--- src/rtl/arb_req_queue.sv ---
// Requester-side endpoint of the round-robin arbiter. It buffers outgoing
// transactions in a small FIFO, drives this requester's req_bitmap bit and
// pops the head on grant & accept. It also flags starvation and overflow.
module arb_req_queue #(
   parameter int unsigned DATA_WIDTH   = 32,
   parameter int unsigned DEPTH        = 4,
   parameter int unsigned STARVE_LIMIT = 15
) (
   input  logic                       clk,
   input  logic                       rst_n,
   input  logic                       enq_en,
   input  logic [DATA_WIDTH-1:0]      enq_data,
   output logic                       full,
   output logic                       almost_full,
   output logic                       arb_req,
   input  logic                       arb_grant,
   input  logic                       arb_accept,
   output logic [DATA_WIDTH-1:0]      deq_data,
   output logic [$clog2(DEPTH):0]     count,
   output logic                       starve,
   output logic                       ovf_err
);

   localparam int unsigned PW = $clog2(DEPTH);
   localparam int unsigned CW = PW + 1;
   localparam int unsigned SW = $clog2(STARVE_LIMIT + 1);

   logic [DEPTH-1:0][DATA_WIDTH-1:0] mem_q;
   logic [PW-1:0]                    wr_ptr_q, wr_ptr_d;
   logic [PW-1:0]                    rd_ptr_q, rd_ptr_d;
   logic [CW-1:0]                    count_q, count_d;
   logic [SW-1:0]                    wait_q, wait_d;
   logic                             ovf_q, ovf_d;
   logic                             push, pop;

   // Status is derived only from registered state; a push never passes
   // through to the head in the same cycle.
   assign full        = (count_q == CW'(DEPTH));
   assign almost_full = (count_q >= CW'(DEPTH - 1));
   assign arb_req     = (count_q != '0);
   assign deq_data    = mem_q[rd_ptr_q];
   assign count       = count_q;
   assign starve      = (wait_q == SW'(STARVE_LIMIT));
   assign ovf_err     = ovf_q;

   assign push = enq_en & ~full;
   assign pop  = arb_grant & arb_accept & arb_req;

   // Next-state for pointers, occupancy, wait counter and sticky overflow.
   always_comb begin
      wr_ptr_d = wr_ptr_q;
      rd_ptr_d = rd_ptr_q;
      count_d  = count_q;
      wait_d   = wait_q;
      ovf_d    = ovf_q;
      if (push) wr_ptr_d = wr_ptr_q + 1'b1;
      if (pop)  rd_ptr_d = rd_ptr_q + 1'b1;
      case ({push, pop})
         2'b10:   count_d = count_q + 1'b1;
         2'b01:   count_d = count_q - 1'b1;
         default: count_d = count_q;
      endcase
      // Waiting counts only cycles where a request is up and not served.
      if (pop || !arb_req)
         wait_d = '0;
      else if (wait_q != SW'(STARVE_LIMIT))
         wait_d = wait_q + 1'b1;
      if (enq_en && full) ovf_d = 1'b1;
   end

   // Control state register; reset discards all buffered entries.
   always_ff @(posedge clk or negedge rst_n) begin
      if (!rst_n) begin
         wr_ptr_q <= '0;
         rd_ptr_q <= '0;
         count_q  <= '0;
         wait_q   <= '0;
         ovf_q    <= 1'b0;
      end else begin
         wr_ptr_q <= wr_ptr_d;
         rd_ptr_q <= rd_ptr_d;
         count_q  <= count_d;
         wait_q   <= wait_d;
         ovf_q    <= ovf_d;
      end
   end

   // Storage array, written on accepted pushes; contents are not reset.
   always_ff @(posedge clk) begin
      if (push) mem_q[wr_ptr_q] <= enq_data;
   end

endmodule

--- config.mk ---
export PLATFORM = sky130hd
export DESIGN_NAME = arb_req_queue
export DESIGN_NICKNAME = d
export VERILOG_FILES = /design/src/rtl/arb_req_queue.sv
export SDC_FILE = /design/constraint.sdc
export NUM_CORES = 1
export LEC_CHECK = 0
export CAP_MARGIN = 25
export CELL_PAD_IN_SITES_DETAIL_PLACEMENT = 1
export CELL_PAD_IN_SITES_GLOBAL_PLACEMENT = 2
export CORE_MARGIN = 1
export CORE_UTILIZATION = 45
export CTS_BUF_LIST = sky130_fd_sc_hd__clkbuf_16
export CTS_CLUSTER_SIZE = 30
export DETAILED_ROUTE_END_ITERATION = 8
export GPL_TIMING_DRIVEN = 1
export HOLD_SLACK_MARGIN = 0.03
export PLACE_DENSITY = 0.91
export SLEW_MARGIN = 20
export SYNTH_ARGS = -nofsm -noshare
export SYNTH_HDL_FRONTEND = slang
export SYNTH_SLANG_ARGS = --single-unit
--- constraint.sdc ---
create_clock -name clk -period 3.4 [get_ports clk]
set_input_delay 0.51 -clock clk [delete_from_list [all_inputs] [get_ports clk]]
set_output_delay 0.51 -clock clk [all_outputs]
set_load 0.005 [all_outputs]
==> results of run 1 <==
-- placed cells by master, fill, tap and decap left out, types with 3 or more instances in the layout --
master	count
nand2_1	4
clkinvlp_4	6
inv_6	3
inv_1	7
clkdlybuf4s50_1	76
ha_1	6
xor2_1	4
mux4_2	32
edfxtp_1	128
clkbuf_16	17
and2_2	4
xnor2_1	3
dfrtp_1	10
nor2_1	5
-- Yosys cell counts --
cell,n,area (um2)
edfxtp_1,128,3840
mux4_2,32,721
dfrtp_1,12,300
ha_1,6,75.1
inv_1,6,22.5
nor2_1,5,18.8
and2_2,4,30.0
buf_2,4,20.0
buf_6,4,45.0
nand2_1,4,15.0
xor2_1,4,35.0
xnor2_1,3,26.3
a21o_2,2,17.5
mux2i_1,2,20.0
nor3_1,2,10.0
a31oi_1,1,6.26
and3_1,1,6.26
clkbuf_1,1,3.75
fa_1,1,20.0
mux2_4,1,15.0
nand3_1,1,5.00
nor2b_4,1,13.8
nor3b_1,1,7.51
nor3b_4,1,18.8
o311a_2,1,11.3
or3_2,1,7.51
-- area by class of cell --
cell class	instances	area, um2	share of cell area
Sequential cell	140	4150	0.611
Multi-Input combinational cell	74	1080	0.159
Timing Repair Buffer	78	788	0.116
Clock buffer	17	425	0.0626
Tap cell	143	179	0.0263
Clock inverter	15	149	0.0219
Inverter	6	22.5	0.00332
-- routing by layer --
| layer | up-vias | part of all wire | GRT usage |
|---|---|---|---|
| met5 | - | 0.0012 | 0 |
| met4 | 2 | 0.013 | 0.0702 |
| met1 | 1309 | 0.41 | 0.221 |
| met3 | 13 | 0.062 | 0.0601 |
| li1 | 1111 | - | - |
| met2 | 85 | 0.51 | 0.290 |
-- where the power goes --
group | switching, mW | total, mW | leakage (nW) | internal, mW
logic | 0.639 | 1.70 | 0.714 | 1.06
registers | 0.288 | 2.59 | 1.31 | 2.30
clock network | 0.695 | 1.77 | 0.267 | 1.08
-- sequential cells by signal (all words and copies together) (netlist names) --
register and cells:
wait_q 4, wr_ptr_q 2, rd_ptr_q 2, mem_q 128, ovf_err 1, count 3
-- cell families after synthesis --
group | count (synthesis)
flip-flops | 140
multiplexers | 35
AND/OR/NAND/NOR | 21
buffers and inverters | 15
XOR/XNOR | 7
adder cells (fa/ha/maj) | 7
AO/OA/AOI/OAI | 4
-- worst max-delay path by stage --
stage | cells after the start | slack (ns) | startpoint | endpoint
floorplan | 9 | 1.49 | count[0] | count[2]
global placement | 3 | 0.86 | rd_ptr_q[0] | deq_data[18]
detailed placement | 3 | 0.85 | rd_ptr_q[0] | deq_data[13]
CTS | 3 | 0.37 | rd_ptr_q[0] | deq_data[19]
global route | 3 | 0.30 | rd_ptr_q[0] | deq_data[19]
finish | 3 | 0.46 | rd_ptr_q[0] | deq_data[19]
==> flow_summary.json, run 1 <==
{
  "synthMuxAreaShare": 0.142,
  "min_path_type": "in2async",
  "cts.clk_slew.worst_paths_ns": 0.06,
  "grt_pass1_vias": 2825,
  "synth.distinct_cells": 26,
  "track_usage": 0.178,
  "synthAdderAreaFrac": 0.0179,
  "route.detailed.drc": 0,
  "cts_buffers": 17,
  "fmax_mhz": 340,
  "setup_viol": 0,
  "first_pass_iters": 4,
  "synth_xor_area_frac": 0.0115,
  "drt-initial-drc-count": 118,
  "start_kind": "flop",
  "yosys.area_share.simple": 0.0250,
  "syn_nets": 273,
  "finalPower_mw": 6.06,
  "fin_skew_ns": 0.00829,
  "cts_hold_buf": 0,
  "fill_cells": 978,
  "worstPathCellList": "buf_4 -> mux4_2 -> clkdlybuf4s50_1",
  "worst_slew_pin_slew_ns": 0.905,
  "placed_cells": 441,
  "final_cell_area_mm2": 0.00679,
  "worst_path_max_delay_cell": "dfrtp_2",
  "synth_cells": 229,
  "viasPerCell": 5.33,
  "post_cts_resized": 0,
  "antenna_left": 0,
  "gp_congestion": 0.646,
  "min_period_over_period": 0.866,
  "synth_top_family_by_area": "multiplexers",
  "critPathBufInv": 2,
  "die_h_um": 111,
  "clock_path_buffers": 2,
  "io_buffers": 76,
  "clkLatencyLatePin_ns": 0.41,
  "powerDensity_mw_per_mm2": 892,
  "reg2reg_depth": 9,
  "cts.sinks": 140,
  "final_layout_size_suffix_gt1_frac": 0.233,
  "grt_max_degree": 34,
  "num_vias": 2520,
  "placed_cell_area_mm2": 0.00622,
  "seq_area_frac_synth": 0.780,
  "std_cell_rows": 39,
  "dp_hpwl_um": 6120,
  "syn_area_mm2": 0.00532,
  "maxCapViolations": 0,
  "cp_max_fo": 17,
  "tns_ns": 0,
  "avgSynthCellArea_um2": 23.2,
  "root_buffer": "clkbuf_16",
  "drt-total-wl_um": 10100,
  "cts_setup_buffers": 0,
  "maxSlewViolCount": 0,
  "start_util": 0.464,
  "htree_levels": 4,
  "ios": 77,
  "core_area_mm2": 0.0115,
  "worst_setup_path_end_kind": "output pin",
  "timing.rr.end": "count[2]",
  "syn_to_final_growth_pct": 27.8,
  "grt_antenna_before_repair": 1,
  "post-place-ws_ns": 0.850,
  "nNetsFinal": 361,
  "crit_arrival_ns": 2.43,
  "rsz0062_at_grt": "no",
  "crit_family": "buffers and inverters",
  "wl_per_cell_um": 21.3,
  "cts_tree": "yes",
  "hold_viol_final": 0,
  "grt.overflow.total": 0,
  "yosys_warnings": 0,
  "cpPeakStageDelay_ns": 0.73,
  "outcome": "finished clean",
  "r2r-start": "count[1]",
  "slew_headroom": 0.397,
  "finalNonFillerCells": 473,
  "hold_slack_ns": 0.470,
  "die_width_um": 111,
  "path_class": "reg2out",
  "synth_compound_area_frac": 0.00659,
  "post-route-util": 0.592,
  "p_leak_nw": 2.29,
  "ir_worst_vdd_v": 0.000488,
  "worst_slack_ns": 0.455,
  "period_minus_slack_ns": 2.94,
  "design.die.area_mm2": 0.0123,
  "ff2ff_setup_slack_ns": 1.35,
  "diodes": 0,
  "grt_first_pass_wirelength_um": 15900,
  "synth-seq-cells": 140,
  "critical_path_required_ns": 2.89
}
(Power assumes the default switching activity.)
==> inputs of run 2 (changes only) <==
--- a/config.mk
+++ b/config.mk
@@ -5,10 +5,9 @@
 export SDC_FILE = /design/constraint.sdc
 export NUM_CORES = 1
 export LEC_CHECK = 0
-export CAP_MARGIN = 25
 export CELL_PAD_IN_SITES_DETAIL_PLACEMENT = 1
 export CELL_PAD_IN_SITES_GLOBAL_PLACEMENT = 2
-export CORE_MARGIN = 1
+export CORE_MARGIN = 4
 export CORE_UTILIZATION = 45
 export CTS_BUF_LIST = sky130_fd_sc_hd__clkbuf_16
 export CTS_CLUSTER_SIZE = 30
==> run 2 against run 1 <==
  * Sequential share of layout area shrank 0.067 points
  * Clock skew shrank 0.0025 ns
  * Worst hold slack lost 0.0019 ns
  * Global-route usage shrank 0.90 points
  * First-iteration DRC count grew 2.5%
  * Critical path type unchanged
  * Largest power group unchanged
  * Highest routed layer is now met4
==> flow_summary.json, run 2 (synthesis results as in run 1) <==
{
  "worst_slack_ns": 0.610,
  "cts.sinks": 140,
  "syn_to_final_growth_pct": 27.9,
  "worstPathCellList": "buf_4 -> mux4_2 -> clkdlybuf4s50_1",
  "design.die.area_mm2": 0.0136,
  "worst_setup_path_end_kind": "output pin",
  "cts_buffers": 17,
  "power.share.clock": 0.277,
  "die_width_um": 117,
  "hold_slack_ns": 0.468,
  "p_sw_frac": 0.270,
  "crit_arrival_ns": 2.28,
  "comb_power_share": 0.297,
  "num_vias": 2522,
  "post-route-util": 0.593,
  "maxCapViolations": 0,
  "setup_viol": 0,
  "wl_per_cell_um": 21.7,
  "seq_area_mm2": 0.00415,
  "die_h_um": 117,
  "dp_hpwl_um": 7040,
  "fmax_mhz": 358,
  "worst_path_max_delay_cell": "mux4_2",
  "post_cts_resized": 0,
  "p_leak_nw": 2.32,
  "cts.clk_slew.worst_paths_ns": 0.06,
  "critical_path_required_ns": 2.89,
  "start_util": 0.464,
  "largest_reg_flops": 128,
  "post-place-ws_ns": 1.01,
  "first_pass_iters": 4,
  "std_cell_rows": 39,
  "slew_headroom": 0.439,
  "track_usage": 0.169,
  "p_int_mw": 4.36,
  "min_period_over_period": 0.821,
  "path_class": "reg2out",
  "fill_cells": 995,
  "cp_max_fo": 16,
  "gp_congestion": 0.658,
  "cts_hold_buf": 0,
  "power_frac_seq": 0.425,
  "diodes": 0,
  "placed_cells": 449,
  "tns_ns": 0,
  "root_buffer": "clkbuf_16",
  "period_minus_slack_ns": 2.79,
  "core_area_mm2": 0.0115,
  "layout_commonest_cell": "edfxtp_1",
  "ios": 77,
  "grt_antenna_before_repair": 0,
  "viasPerCell": 5.24,
  "hold_viol_final": 0,
  "grt_max_degree": 34,
  "maxSlewViolCount": 0,
  "outcome": "finished clean",
  "io_buffers": 76,
  "grt_pass1_vias": 2963,
  "critPathBufInv": 2,
  "cts_setup_buffers": 0,
  "powerDensity_mw_per_mm2": 878,
  "final_cell_area_mm2": 0.00680,
  "final_layout_size_suffix_gt1_frac": 0.246,
  "placed_cell_area_mm2": 0.00626,
  "route.detailed.drc": 0,
  "start_kind": "flop",
  "finalPower_mw": 5.97,
  "clkLatencyLatePin_ns": 0.41,
  "grt_first_pass_wirelength_um": 16500,
  "grt.overflow.total": 0,
  "cpPeakStageDelay_ns": 0.56,
  "rsz0062_at_grt": "no",
  "max_flop_register": "mem_q",
  "multi_input_area_mm2": 0.00108,
  "drt-initial-drc-count": 121,
  "fin_skew_ns": 0.00575,
  "power.switching_mw": 1.61,
  "antenna_left": 0,
  "cts_tree": "yes",
  "nNetsFinal": 369,
  "mostFrequentLayoutCells": "edfxtp_1, clkdlybuf4s50_1, mux4_2, clkbuf_16",
  "clock_path_buffers": 2,
  "htree_levels": 4,
  "crit_family": "buffers and inverters",
  "finalNonFillerCells": 481,
  "worst_slew_pin_slew_ns": 0.842,
  "ir_worst_vdd_v": 0.000417,
  "drt-total-wl_um": 10400,
  "min_path_type": "in2async"
}
run 2: changes by cell type in the layout (fill, tap and decap cells not counted), sizes merged:
cell	previous run	this run
buf	2	10
clkinv	3	9
inv	10	7
clkinvlp	6	4
bufinv	2	1
run 2: power by group through the flow:
stage	combinational, mW	clock (mW)	sequential (mW)
5_1_grt	1.94	1.78	2.59
2_1_floorplan	1.03	0	2.42
3_5_place_dp	1.83	0	2.58
4_1_cts	1.84	1.69	2.56
6_report	1.77	1.66	2.54
3_3_place_gp	1.77	0	2.54
run 2: area by class of cell:
| cell class | count | area share |
|---|---|---|
| inverters | 6 | 0.00331 |
| flip-flops and latches | 140 | 0.610 |
| well taps | 143 | 0.0263 |
| multi-input cells | 74 | 0.159 |
| repair buffers | 86 | 0.123 |
| clock inverters | 15 | 0.0160 |
| clock buffers | 17 | 0.0626 |
run 2: worst reg2reg max path: stages (launching register included):
cell and delay (ns):
dfrtp_1 0.47, nor3b_4 0.30, nor2b_4 0.11, inv_1 0.08
ha_1 0.18, inv_1 0.06, fa_1 0.37, xor2_1 0.16
nor2_1 0.11, xor2_1 0.14
run 2: per-layer routing:
metal  share of wire  vias to the layer above  global-route usage
li1                -                     1132                   -
met2            0.55                       61               0.298
met3           0.046                       10              0.0570
met5               0                        -                   0
met4          0.0095                        0              0.0436
met1            0.39                     1319               0.200
run 2: worst paths after layout:
path                       cells past startpoint     endpoint         from  slack, ns
min reg2reg                                    1      ovf_err      ovf_err       0.48
max reg2reg                                    9     count[2]     count[1]       1.35
max                                            3  deq_data[9]  rd_ptr_q[0]       0.61
min                                            1    wait_q[1]        rst_n       0.47
min in group clk                               1      ovf_err      ovf_err       0.48
max in group asynchronous                      1  rd_ptr_q[1]        rst_n       2.52
